[src/rtl/display_pkg.sv]
// Shared types and constants for the 7-segment scan controller.
package display_pkg;

   localparam logic [6:0] SEG_BLANK = 7'b1111111;

   typedef logic [3:0] bcd_t;

   typedef enum logic {
      DEAD,
      SHOW
   } scan_state_t;

   // Counter width for a 0..range-1 counter, never narrower than one bit.
   function automatic int cnt_w(input int range);
      return (range <= 2) ? 1 : $clog2(range);
   endfunction

endpackage

[src/rtl/display_scan_ctrl_if.sv]
// Display bus: time value and masks in from the time-keeping side, pin drive out.
interface display_scan_ctrl_if #(
   parameter int N_DIGITS = 6
);

   logic [4*N_DIGITS-1:0] digits_bcd;
   logic                  blank_lz;
   logic [N_DIGITS-1:0]   blink_mask;
   logic [N_DIGITS-1:0]   dp_mask;
   logic [6:0]            seg;
   logic                  dp;
   logic [N_DIGITS-1:0]   an;
   logic                  frame_start;

   modport master (
      output digits_bcd, blank_lz, blink_mask, dp_mask,
      input  seg, dp, an, frame_start
   );

   modport slave (
      input  digits_bcd, blank_lz, blink_mask, dp_mask,
      output seg, dp, an, frame_start
   );

endinterface

[src/rtl/decoderBCD.sv]
// BCD to common-anode 7-segment decoder; bit 6 = a, bit 0 = g, active-low.
module decoderBCD
   import display_pkg::*;
(
   input  bcd_t       bcd_i,
   output logic [6:0] seg_o
);

   always_comb begin
      case (bcd_i)
         4'd0:    seg_o = 7'b0000001;
         4'd1:    seg_o = 7'b1001111;
         4'd2:    seg_o = 7'b0010010;
         4'd3:    seg_o = 7'b0000110;
         4'd4:    seg_o = 7'b1001100;
         4'd5:    seg_o = 7'b0100100;
         4'd6:    seg_o = 7'b0100000;
         4'd7:    seg_o = 7'b0001111;
         4'd8:    seg_o = 7'b0000000;
         4'd9:    seg_o = 7'b0000100;
         default: seg_o = SEG_BLANK;
      endcase
   end

endmodule

[src/rtl/display_scan_ctrl.sv]
// Time-multiplexed scan of N_DIGITS common-anode digits with dead-time,
// per-frame snapshot, leading-zero blanking, blinking and dp drive.
module display_scan_ctrl
   import display_pkg::*;
#(
   parameter int N_DIGITS     = 6,
   parameter int REFRESH_DIV  = 50000,
   parameter int DEAD_CYCLES  = 16,
   parameter int BLINK_FRAMES = 64
) (
   input logic                clk,
   input logic                rst_n,
   display_scan_ctrl_if.slave bus
);

   localparam int SLOT_W  = cnt_w(REFRESH_DIV);
   localparam int IDX_W   = cnt_w(N_DIGITS);
   localparam int FRAME_W = cnt_w(BLINK_FRAMES);

   localparam logic [SLOT_W-1:0]  SLOT_LAST  = SLOT_W'(REFRESH_DIV - 1);
   localparam logic [SLOT_W-1:0]  DEAD_LAST  = SLOT_W'(DEAD_CYCLES - 1);
   localparam logic [IDX_W-1:0]   IDX_LAST   = IDX_W'(N_DIGITS - 1);
   localparam logic [FRAME_W-1:0] FRAME_LAST = FRAME_W'(BLINK_FRAMES - 1);

   scan_state_t           state_q;
   logic [SLOT_W-1:0]     slot_cnt_q;
   logic [IDX_W-1:0]      idx_q;
   logic [FRAME_W-1:0]    frame_cnt_q;
   logic                  blink_phase_q;
   logic                  wrap_q;
   bcd_t [N_DIGITS-1:0]   shadow_q;

   logic [6:0]            seg_q, seg_d;
   logic                  dp_q, dp_d;
   logic [N_DIGITS-1:0]   an_q, an_d;
   logic                  frame_start_q;

   bcd_t                  cur_digit;
   logic [6:0]            dec_seg;
   logic                  blank;
   logic                  slot_end;
   logic                  idx_wrap;

   assign cur_digit = shadow_q[idx_q];
   assign slot_end  = (state_q == SHOW) && (slot_cnt_q == SLOT_LAST);
   assign idx_wrap  = slot_end && (idx_q == IDX_LAST);
   assign blank     = (bus.blank_lz && (idx_q == IDX_LAST) && (cur_digit == 4'd0))
                   || (bus.blink_mask[idx_q] && blink_phase_q);

   decoderBCD u_decoder (
      .bcd_i (cur_digit),
      .seg_o (dec_seg)
   );

   always_comb begin
      // NOTE: every output gets a default before any branch, so no path leaves one unassigned and no latch is inferred.
      an_d  = '1;
      seg_d = SEG_BLANK;
      dp_d  = 1'b1;
      if (state_q == SHOW) begin
         an_d[idx_q] = 1'b0;
         if (!blank) begin
            seg_d = dec_seg;
            dp_d  = ~bus.dp_mask[idx_q];
         end
      end
   end

   always_ff @(posedge clk) begin
      if (!rst_n) begin
         state_q       <= DEAD;
         slot_cnt_q    <= '0;
         idx_q         <= '0;
         frame_cnt_q   <= '0;
         blink_phase_q <= 1'b0;
         wrap_q        <= 1'b0;
         // NOTE: shadow is not cleared on reset; it follows digits_bcd so the first frame shows live data.
         shadow_q      <= bus.digits_bcd;
         seg_q         <= SEG_BLANK;
         dp_q          <= 1'b1;
         an_q          <= '1;
         frame_start_q <= 1'b0;
      end else begin
         seg_q         <= seg_d;
         dp_q          <= dp_d;
         an_q          <= an_d;
         wrap_q        <= idx_wrap;
         frame_start_q <= wrap_q;

         if (slot_end) begin
            state_q    <= DEAD;
            slot_cnt_q <= '0;
            idx_q      <= idx_wrap ? '0 : idx_q + 1'b1;
         end else begin
            slot_cnt_q <= slot_cnt_q + 1'b1;
            if ((state_q == DEAD) && (slot_cnt_q == DEAD_LAST)) begin
               state_q <= SHOW;
            end
         end

         // A new frame begins: take the time snapshot and advance blink timing.
         if (idx_wrap) begin
            shadow_q <= bus.digits_bcd;
            if (frame_cnt_q == FRAME_LAST) begin
               frame_cnt_q   <= '0;
               blink_phase_q <= ~blink_phase_q;
            end else begin
               frame_cnt_q <= frame_cnt_q + 1'b1;
            end
         end
      end
   end

   assign bus.seg         = seg_q;
   assign bus.dp          = dp_q;
   assign bus.an          = an_q;
   assign bus.frame_start = frame_start_q;

endmodule

[src/flat_wrapper.sv]
// flat-port wrapper written by rule: the top's interface ports become plain ports
module display_scan_ctrl_flat import display_pkg::*;
#(
   parameter int N_DIGITS     = 6,
   parameter int REFRESH_DIV  = 50000,
   parameter int DEAD_CYCLES  = 16,
   parameter int BLINK_FRAMES = 64
)
  (clk, rst_n, bus_digits_bcd, bus_blank_lz, bus_blink_mask, bus_dp_mask, bus_seg, bus_dp, bus_an, bus_frame_start);
  display_scan_ctrl_if #(.N_DIGITS(N_DIGITS)) bus_i ();
  input logic clk;
  input logic rst_n;
  input wire logic [$bits(bus_i.digits_bcd)-1:0] bus_digits_bcd;
  input wire logic [$bits(bus_i.blank_lz)-1:0] bus_blank_lz;
  input wire logic [$bits(bus_i.blink_mask)-1:0] bus_blink_mask;
  input wire logic [$bits(bus_i.dp_mask)-1:0] bus_dp_mask;
  output wire logic [$bits(bus_i.seg)-1:0] bus_seg;
  output wire logic [$bits(bus_i.dp)-1:0] bus_dp;
  output wire logic [$bits(bus_i.an)-1:0] bus_an;
  output wire logic [$bits(bus_i.frame_start)-1:0] bus_frame_start;
  assign bus_i.digits_bcd = bus_digits_bcd;
  assign bus_i.blank_lz = bus_blank_lz;
  assign bus_i.blink_mask = bus_blink_mask;
  assign bus_i.dp_mask = bus_dp_mask;
  assign bus_seg = bus_i.seg;
  assign bus_dp = bus_i.dp;
  assign bus_an = bus_i.an;
  assign bus_frame_start = bus_i.frame_start;
  display_scan_ctrl #(.N_DIGITS(N_DIGITS), .REFRESH_DIV(REFRESH_DIV), .DEAD_CYCLES(DEAD_CYCLES), .BLINK_FRAMES(BLINK_FRAMES)) u_core (.clk(clk), .rst_n(rst_n), .bus(bus_i));
endmodule
[config.mk]
export PLATFORM = sky130hd
export DESIGN_NAME = display_scan_ctrl_flat
export DESIGN_NICKNAME = d
export VERILOG_FILES = /design/src/rtl/display_pkg.sv /design/src/rtl/display_scan_ctrl_if.sv /design/src/rtl/decoderBCD.sv /design/src/rtl/display_scan_ctrl.sv /design/src/flat_wrapper.sv
export SDC_FILE = /design/constraint.sdc
export NUM_CORES = 1
export LEC_CHECK = 0
export ABC_AREA = 1
export BUFFER_PORTS_ARGS = -buffer_cell sky130_fd_sc_hd__buf_4
export CORE_AREA = 5 5 81 83
export CTS_BUF_LIST = sky130_fd_sc_hd__clkbuf_4 sky130_fd_sc_hd__clkbuf_8
export CTS_CLUSTER_SIZE = 8
export DETAILED_ROUTE_END_ITERATION = 16
export DIE_AREA = 0 0 86 88
export HOLD_SLACK_MARGIN = 0.05
export PLACE_DENSITY_LB_ADDON = 0.15
export RECOVER_POWER = 50
export SLEW_MARGIN = 20
export SYNTH_ARGS = -nofsm -noshare
export SYNTH_HDL_FRONTEND = slang
export SYNTH_HIERARCHICAL = 1
export SYNTH_SLANG_ARGS = --single-unit
[constraint.sdc]
create_clock -name clk -period 2.6 [get_ports clk]
set_input_delay 0.52 -clock clk [delete_from_list [all_inputs] [get_ports clk]]
set_output_delay 0.52 -clock clk [all_outputs]
set_load 0.05 [all_outputs]
==> results of run 1 <==
worst max-delay path: stages (launching register included):
cell,delay (ns)
dfxtp_1,0.43
inv_1,0.12
nor2_2,0.35
o211ai_1,0.17
nand3_2,0.18
inv_1,0.10
ha_1,0.29
nand2_1,0.07
nand3_1,0.09
nand2_1,0.05
inv_1,0.06
nand3_1,0.07
where the power goes:
part           internal (mW)  leakage [nW]  total [mW]  switching, mW
Combinational         0.0566         0.949       0.116         0.0590
Sequential              1.11         0.582        1.12        0.00859
Clock                  0.548         0.114       0.964          0.416
Total                   1.72          1.65        2.20          0.484
synthesized netlist by cell type, types with 2 or more instances:
master / number
nand3_2: 5
o211ai_1: 11
buf_6: 2
buf_2: 3
or2_2: 3
dfxtp_1: 43
inv_1: 56
nand2_1: 97
o211ai_2: 2
a21oi_1: 17
nor2_2: 8
inv_2: 3
nor2_1: 36
ha_1: 9
nor2_4: 2
o21ai_0: 3
nor3_1: 6
xor2_1: 6
edfxtp_1: 24
nand3_1: 30
nand4_1: 8
nor3b_1: 3
logic make-up (layout without fill, tap and decap cells):
family | Yosys count | in the layout | synth area share
XOR/XNOR | 7 | 7 | 0.0192
AO/OA/AOI/OAI | 37 | 37 | 0.0747
adder cells (fa/ha/maj) | 9 | 9 | 0.0352
buffers and inverters | 65 | 130 | 0.0833
AND/OR/NAND/NOR | 203 | 203 | 0.294
flip-flops | 67 | 67 | 0.494
final timing paths:
| check | startpoint | endpoint | slack, ns |
|---|---|---|---|
| max | u_core/idx_q[1]$_SDFFE_PN0P_ | u_core/bus.seg[3]$_SDFF_PP1_ | 0.50 |
| min | bus_digits_bcd[2] | u_core/shadow_q[2]$_DFFE_PP_ | 0.37 |
| max reg2reg | u_core/idx_q[1]$_SDFFE_PN0P_ | u_core/bus.seg[3]$_SDFF_PP1_ | 0.50 |
| min reg2reg | u_core/wrap_q$_SDFF_PN0_ | u_core/bus.frame_start$_SDFF_PN0_ | 0.42 |
layer usage:
metal	routed length, um	vias up	track usage
li1	-	1375	-
met2	3100	64	0.301
met1	3100	1170	0.253
met3	362	10	0.0423
met5	0	-	0
met4	87	0	0.0906
flip-flops by register name, indices dropped and copies added (netlist names):
register and count:
u_core/shadow_q 24, u_core/bus.an 6, u_core/frame_cnt_q 6, u_core/blink_phase_q 1, u_core/bus.dp 1, u_core/state_q 1, u_core/idx_q 3, u_core/bus.frame_start 1
u_core/wrap_q 1, u_core/slot_cnt_q 16, u_core/bus.seg 7
cells in the final DEF (no fill, tap or decap), drive strengths merged:
master,netlist,routed
nand2,99,99
inv,59,61
clkbuf,0,49
nor2,46,46
dfxtp,43,43
nand3,35,35
edfxtp,24,24
a21oi,18,18
buf,6,15
o211ai,13,13
ha,9,9
nand4,8,8
nor3,7,7
xor2,6,6
or2,5,5
o21ai,5,5
nor3b,3,3
clkinv,0,3
bufinv,0,2
xnor2,1,1
a41oi,1,1
cell type report:
type | count | area share
inverters | 59 | 0.0580
multi-input cells | 256 | 0.352
clock inverters | 7 | 0.0262
flip-flops and latches | 67 | 0.414
repair buffers | 55 | 0.0925
clock buffers | 9 | 0.0325
well taps | 75 | 0.0246
stage by stage:
stage / cells / hold slack, ns / utilization
2_1_floorplan: 388 / 0.390 / -
3_3_place_gp: 512 / 0.391 / 0.634
3_5_place_dp: 512 / 0.401 / 0.634
4_1_cts: 528 / 0.333 / 0.672
5_1_grt: 528 / 0.349 / 0.660
6_report: 528 / 0.373 / 0.660
==> results by group, run 1 <==
Logic synthesis
  – Primary FF master, synth: dfxtp_1
  – Register area share after synthesis: 0.494
  – Synth Warn #: 6
  – Area leader, netlist: dfxtp_1
  – Async set or reset register ratio after synthesis: 0
  – Synth Net Count: 436
  – Mean Syn Cell Area: 8.25 um^2
  – Top-area cell type share of the netlist area: 0.269
  – Post-synth cell types: 33
  – EDFF count, synth: 24
  – FF+latch count, synth: 67
  – Gate Count Post-Synth: 388
  – Top cells by area, synth: dfxtp_1, edfxtp_1, nand2_1, inv_1, nand3_1
  – Synthesized area: 0.00320 mm^2

Detailed routing
  – Final ANT Viol Nets: 0
  – Total wire length: 6.65 mm
  – DRC: 0
  – Via count: about 2600
  – DRT iter0 DRCs: 104
  – Wire per inst: 12.6 um
  – DR pass1 iterations: 4
  – DR vias/cell: 4.96

Timing
  – Final slew viol count: 0
  – Minimum clock period: around 2.1 ns
  – Achievable frequency: roughly 480 MHz
  – Clock Skew: 0.00679 ns
  – Setup Viol. Count Final: 0
  – Fin. Hold Viols: 0
  – Max-Slew Margin vs Limit: 0.600
  – RSZ-0062 raised after global routing: false
  – Setup_tns: 0 ns
  – Final worst slack: 0.503 ns
  – Fin crit share: 0.806
  – Slew @ Worst Pin: 0.602 ns

Power
  – Total design power: 2.20 mW
  – Power Dens Cells: 576 mW/mm^2
  – Leakage: between 1.5 and 2 nW
  – VDD IR max: around 0.43 mV

Global route
  – Largest net degree at the start of global routing: 27
  – Initial antenna violation count: 0
  – Global-route wire length before repair: 11.3 mm
  – Vias in the first global route: about 2500
  – GRT overflow: 0
  – Gr usage total: 0.192

CTS
  – Clock Path Buffers: 2
  – Cts hold-fix bufs: 0
  – Sink Count: 67
  – CTS tree: done
  – Clock insertion delay at the later pin of the skew report: 0.34 ns
  – Reg clk slew, reported paths: 0.08 ns
  – Post-cts repair resize count: 0
  – CTS buffer count: 9
  – CTS root buf: clkbuf_8
  – Setup Buffers After CTS: 0
  – Htree depth: 3

Die
  – Row count: 28
  – Starting Density: 0.554
  – Placeable Area: 0.00578 mm^2
  – Die Wd: 86 um
  – Die ar.: 0.00757 mm^2
  – Num ports: 54
  – Die Ht: around 88 um

Finish
  – Multi-input gate area: 0.00134 mm^2
  – Share of layout cells above drive strength 1: 0.177
  – FF/Latch Area: 0.00158 mm^2
  – Fin nets: 496
  – Fillers: 505
  – Post-route design area: 0.00382 mm^2
  – N_diodes: 0
  – P&R area growth vs syn: 19.2%

Placed design
  – Place WS: between 0.5 and 0.6 ns
  – Dpl cell area: around 0.0037 mm^2
  – Port Buffer Count: 53
  – Gp weighted congestion: 0.824
  – Detailed Place HPWL: 4.81 mm

Critical path
  – CP Launch Type: flop
  – Arrival time worst endpoint: roughly 2.3 ns
  – R2r worst-path depth: 11
  – Required time of the critical path: 2.82 ns
  – Worst Path Max Fanout: 8
  – Critical path type: flop to flop
  – Setup crit end kind: flop

Run status
  – Status: completed

Worst hold path
  – Worst Hold Class: input pin to flop
  – WHS Path Cells: 1

Run
  – Max-capacitance violation count: 0
Power figures use the tool's default switching activity.
==> inputs of run 2 (changes only) <==
CORE_AREA = 5 5 85 87   (was 5 5 81 83)
DIE_AREA = 0 0 90 92   (was 0 0 86 88)
clock period = 1.7 ns   (was 2.6 ns; I/O delays follow)
==> results by group, run 2 (synthesis gave the netlist of run 1 again) <==
Run status
  – Status: finished, violations left (was completed)
  – Failing checks: setup timing

Die
  – Starting Density: 0.510 (was 0.554)
  – Placeable Area: 0.00628 mm^2 (was 0.00578 mm^2)
  – Row count: 29 (was 28)
  – Die ar.: 0.00828 mm^2 (was 0.00757 mm^2)
  – Die Wd: 90 um (was 86 um)
  – Die Ht: 92 um (was 88 um)
  – Num ports: 54 (unchanged)

Worst hold path
  – Hold Path Sink: u_core/shadow_q[4]$_DFFE_PP_ (was u_core/shadow_q[2]$_DFFE_PP_)
  – Beginning of the worst hold path: bus_digits_bcd[4] (was bus_digits_bcd[2])
  – WHS Path Cells: 1 (unchanged)
  – Worst Hold Class: input pin to flop (unchanged)

Critical path
  – CP delay by family, top: simple AND/OR/NAND/NOR gates (unchanged)
  – R2r endpoint: u_core/bus.seg[2]$_SDFF_PP1_ (was u_core/bus.seg[3]$_SDFF_PP1_)
  – Buffer and inverter count on the worst path: 3 (unchanged)
  – Crit-path cells: buf_12, or2_1, o211ai_1, nand3_2, inv_4, ha_4, nand2_2, nand3_1, nand2_1, inv_1, nand3_1 (was inv_1, nor2_2, o211ai_1, nand3_2, inv_1, ha_1, nand2_1, nand3_1, nand2_1, inv_1, nand3_1)
  – Arrival time worst endpoint: 1.96 ns (was 2.32 ns)
  – Critical path type: flop to flop (unchanged)
  – CP Launch Type: flop (unchanged)
  – Worst Path Max Fanout: 7 (was 8)
  – Worst R2R Start: u_core/idx_q[0]$_SDFFE_PN0P_ (was u_core/idx_q[1]$_SDFFE_PN0P_)
  – Crit path max-delay cell type: dfxtp_4 (was dfxtp_1)
  – Largest stage delay, worst path: 0.38 ns (was 0.43 ns)
  – Setup crit end kind: flop (unchanged)
  – Required time of the critical path: 1.91 ns (was 2.82 ns)
  – Most frequent CP cell: nand3_1 (was inv_1)
  – Register-to-register setup slack: -0.05 ns (was 0.50 ns)
  – R2r worst-path depth: 11 (unchanged)

Timing
  – Achievable frequency: 571 MHz (was 477 MHz)
  – RSZ-0062 raised after global routing: true (was false)
  – Final worst slack: -0.0509 ns (was 0.503 ns)
  – Final hold slack: 0.193 ns (was 0.373 ns)
  – Setup Viol. Count Final: 8 (was 0)
  – Clock Skew: 0.00829 ns (was 0.00679 ns)
  – Max-Slew Margin vs Limit: 0.758 (was 0.600)
  – Fin. Hold Viols: 0 (unchanged)
  – Final slew viol count: 0 (unchanged)
  – Minimum clock period: 1.75 ns (was 2.10 ns)
  – Slew @ Worst Pin: 0.363 ns (was 0.602 ns)
  – Fin crit share: 1.03 (was 0.806)

CTS
  – Clock insertion delay at the later pin of the skew report: 0.34 ns (about the same)
  – CTS root buf: clkbuf_8 (unchanged)
  – Sink Count: 67 (unchanged)
  – Reg clk slew, reported paths: 0.07 ns (was 0.08 ns)
  – Cts hold-fix bufs: 0 (unchanged)
  – CTS tree: done (unchanged)
  – Htree depth: 3 (unchanged)
  – Clock Path Buffers: 2 (unchanged)
  – CTS buffer count: 9 (unchanged)

Detailed routing
  – Wire per inst: 14.5 um (was 12.6 um)
  – Final ANT Viol Nets: 0 (unchanged)
  – DRC: 0 (unchanged)
  – DR pass1 iterations: 5 (was 4)
  – DR vias/cell: 5.14 (was 4.96)
  – Total wire length: 8.33 mm (was 6.65 mm)
  – DRT iter0 DRCs: 162 (was 104)
  – Via count: 2945 (was 2619)

Power
  – VDD IR max: 0.664 mV (was 0.430 mV)
  – Total design power: 3.10 mW (was 2.20 mW)
  – Leakage: 1.92 nW (was 1.65 nW)
  – Power Dens Cells: 702 mW/mm^2 (was 576 mW/mm^2)

Run
  – Max-capacitance violation count: 0 (unchanged)

Finish
  – Max reg flops: 24 (unchanged)
  – FF/Latch Area: 0.00159 mm^2 (was 0.00158 mm^2)
  – P&R area growth vs syn: 37.9% (was 19.2%)
  – Post-route design area: 0.00441 mm^2 (was 0.00382 mm^2)
  – Multi-input gate area: 0.00153 mm^2 (was 0.00134 mm^2)
  – Fillers: 479 (was 505)
  – Share of layout cells above drive strength 1: 0.329 (was 0.177)
  – Register bank with the most flops: u_core/shadow_q (unchanged)
  – Fin util: 0.703 (was 0.660)
  – Final Instance Count excl. Fillers: 573 (was 528)
  – Commonest non-fill, non-tap cell in the layout: nand2_1 (unchanged)
  – Commonest cells after routing, fill and taps aside: nand2_1, buf_4, inv_1 (was nand2_1, inv_1, dfxtp_1)
  – N_diodes: 0 (unchanged)
  – Fin nets: 539 (was 496)

Placed design
  – Placed Cells: 544 (was 512)
  – Gp weighted congestion: 0.886 (was 0.824)
  – Detailed Place HPWL: 5.37 mm (was 4.81 mm)
  – Port Buffer Count: 53 (unchanged)
  – Dpl cell area: 0.00393 mm^2 (was 0.00366 mm^2)

Global route
  – Initial antenna violation count: 0 (unchanged)
  – GRT overflow: 0 (unchanged)
  – Gr usage total: 0.184 (was 0.192)
  – Vias in the first global route: 2841 (was 2465)
  – Global-route wire length before repair: 12.5 mm (was 11.3 mm)
  – Largest net degree at the start of global routing: 27 (unchanged)
## run 2: changes by cell type in the layout (fill, tap and decap cells not counted), moves of 5 or more
cell / change
nand2_1: -8
ha_1: -5
nor2_4: +5
nand2_2: +5
clkbuf_1: -16
inv_1: -5
buf_4: +48
## run 2: through the flow
step | setup TNS, ns | worst slack (ns)
floorplan | 0 | 0.0000949
global placement | 0 | 0.0111
detailed placement | -0.403 | -0.0471
CTS | -0.0113 | -0.00812
global route | -0.687 | -0.117
finish | -0.153 | -0.0509
## run 2: power by group
group,internal (mW),switching [mW]
clock network,0.566,0.568
registers,1.70,0.0149
logic,0.126,0.126
total,2.39,0.709
## run 2: timing repair
action	in CTS	in global routing
buffers inserted	1	6
cloned	1	5
gates resized for setup	5	36
endpoints found under the setup margin	31	44
hold endpoints to repair	0	0
pin swaps	0	18
## run 2: worst max-delay path by stage
| stage | from | to | slack [ns] | cells after the start |
|---|---|---|---|---|
| 4_1_cts | u_core/idx_q[0]$_SDFFE_PN0P_ | u_core/bus.seg[2]$_SDFF_PP1_ | -0.008 | 10 |
| 6_report | u_core/idx_q[0]$_SDFFE_PN0P_ | u_core/bus.seg[2]$_SDFF_PP1_ | -0.05 | 11 |
| 5_1_grt | u_core/idx_q[0]$_SDFFE_PN0P_ | u_core/bus.seg[2]$_SDFF_PP1_ | -0.12 | 11 |
| 3_3_place_gp | u_core/idx_q[0]$_SDFFE_PN0P_ | u_core/bus.seg[5]$_SDFF_PP1_ | 0.01 | 10 |
| 3_5_place_dp | u_core/idx_q[0]$_SDFFE_PN0P_ | u_core/bus.seg[5]$_SDFF_PP1_ | -0.05 | 10 |
| 2_1_floorplan | u_core/slot_cnt_q[0]$_SDFF_PP0_ | u_core/shadow_q[0]$_DFFE_PP_ | 0.00009 | 7 |
## run 2: layer usage
metal	wire length, um	part of all wire	GRT usage
met1	3250	0.39	0.201
met2	4370	0.52	0.330
met3	522	0.063	0.0671
met4	185	0.022	0.0583
met5	0	0	0
## run 2: area by class of cell
cell class / count / area share
sequential: 67 / 0.360
multi-input combinational: 259 / 0.347
timing repair buffer: 95 / 0.182
inverter: 59 / 0.0513
clock buffer: 12 / 0.0332
tap: 77 / 0.0218
clock inverter: 4 / 0.00425
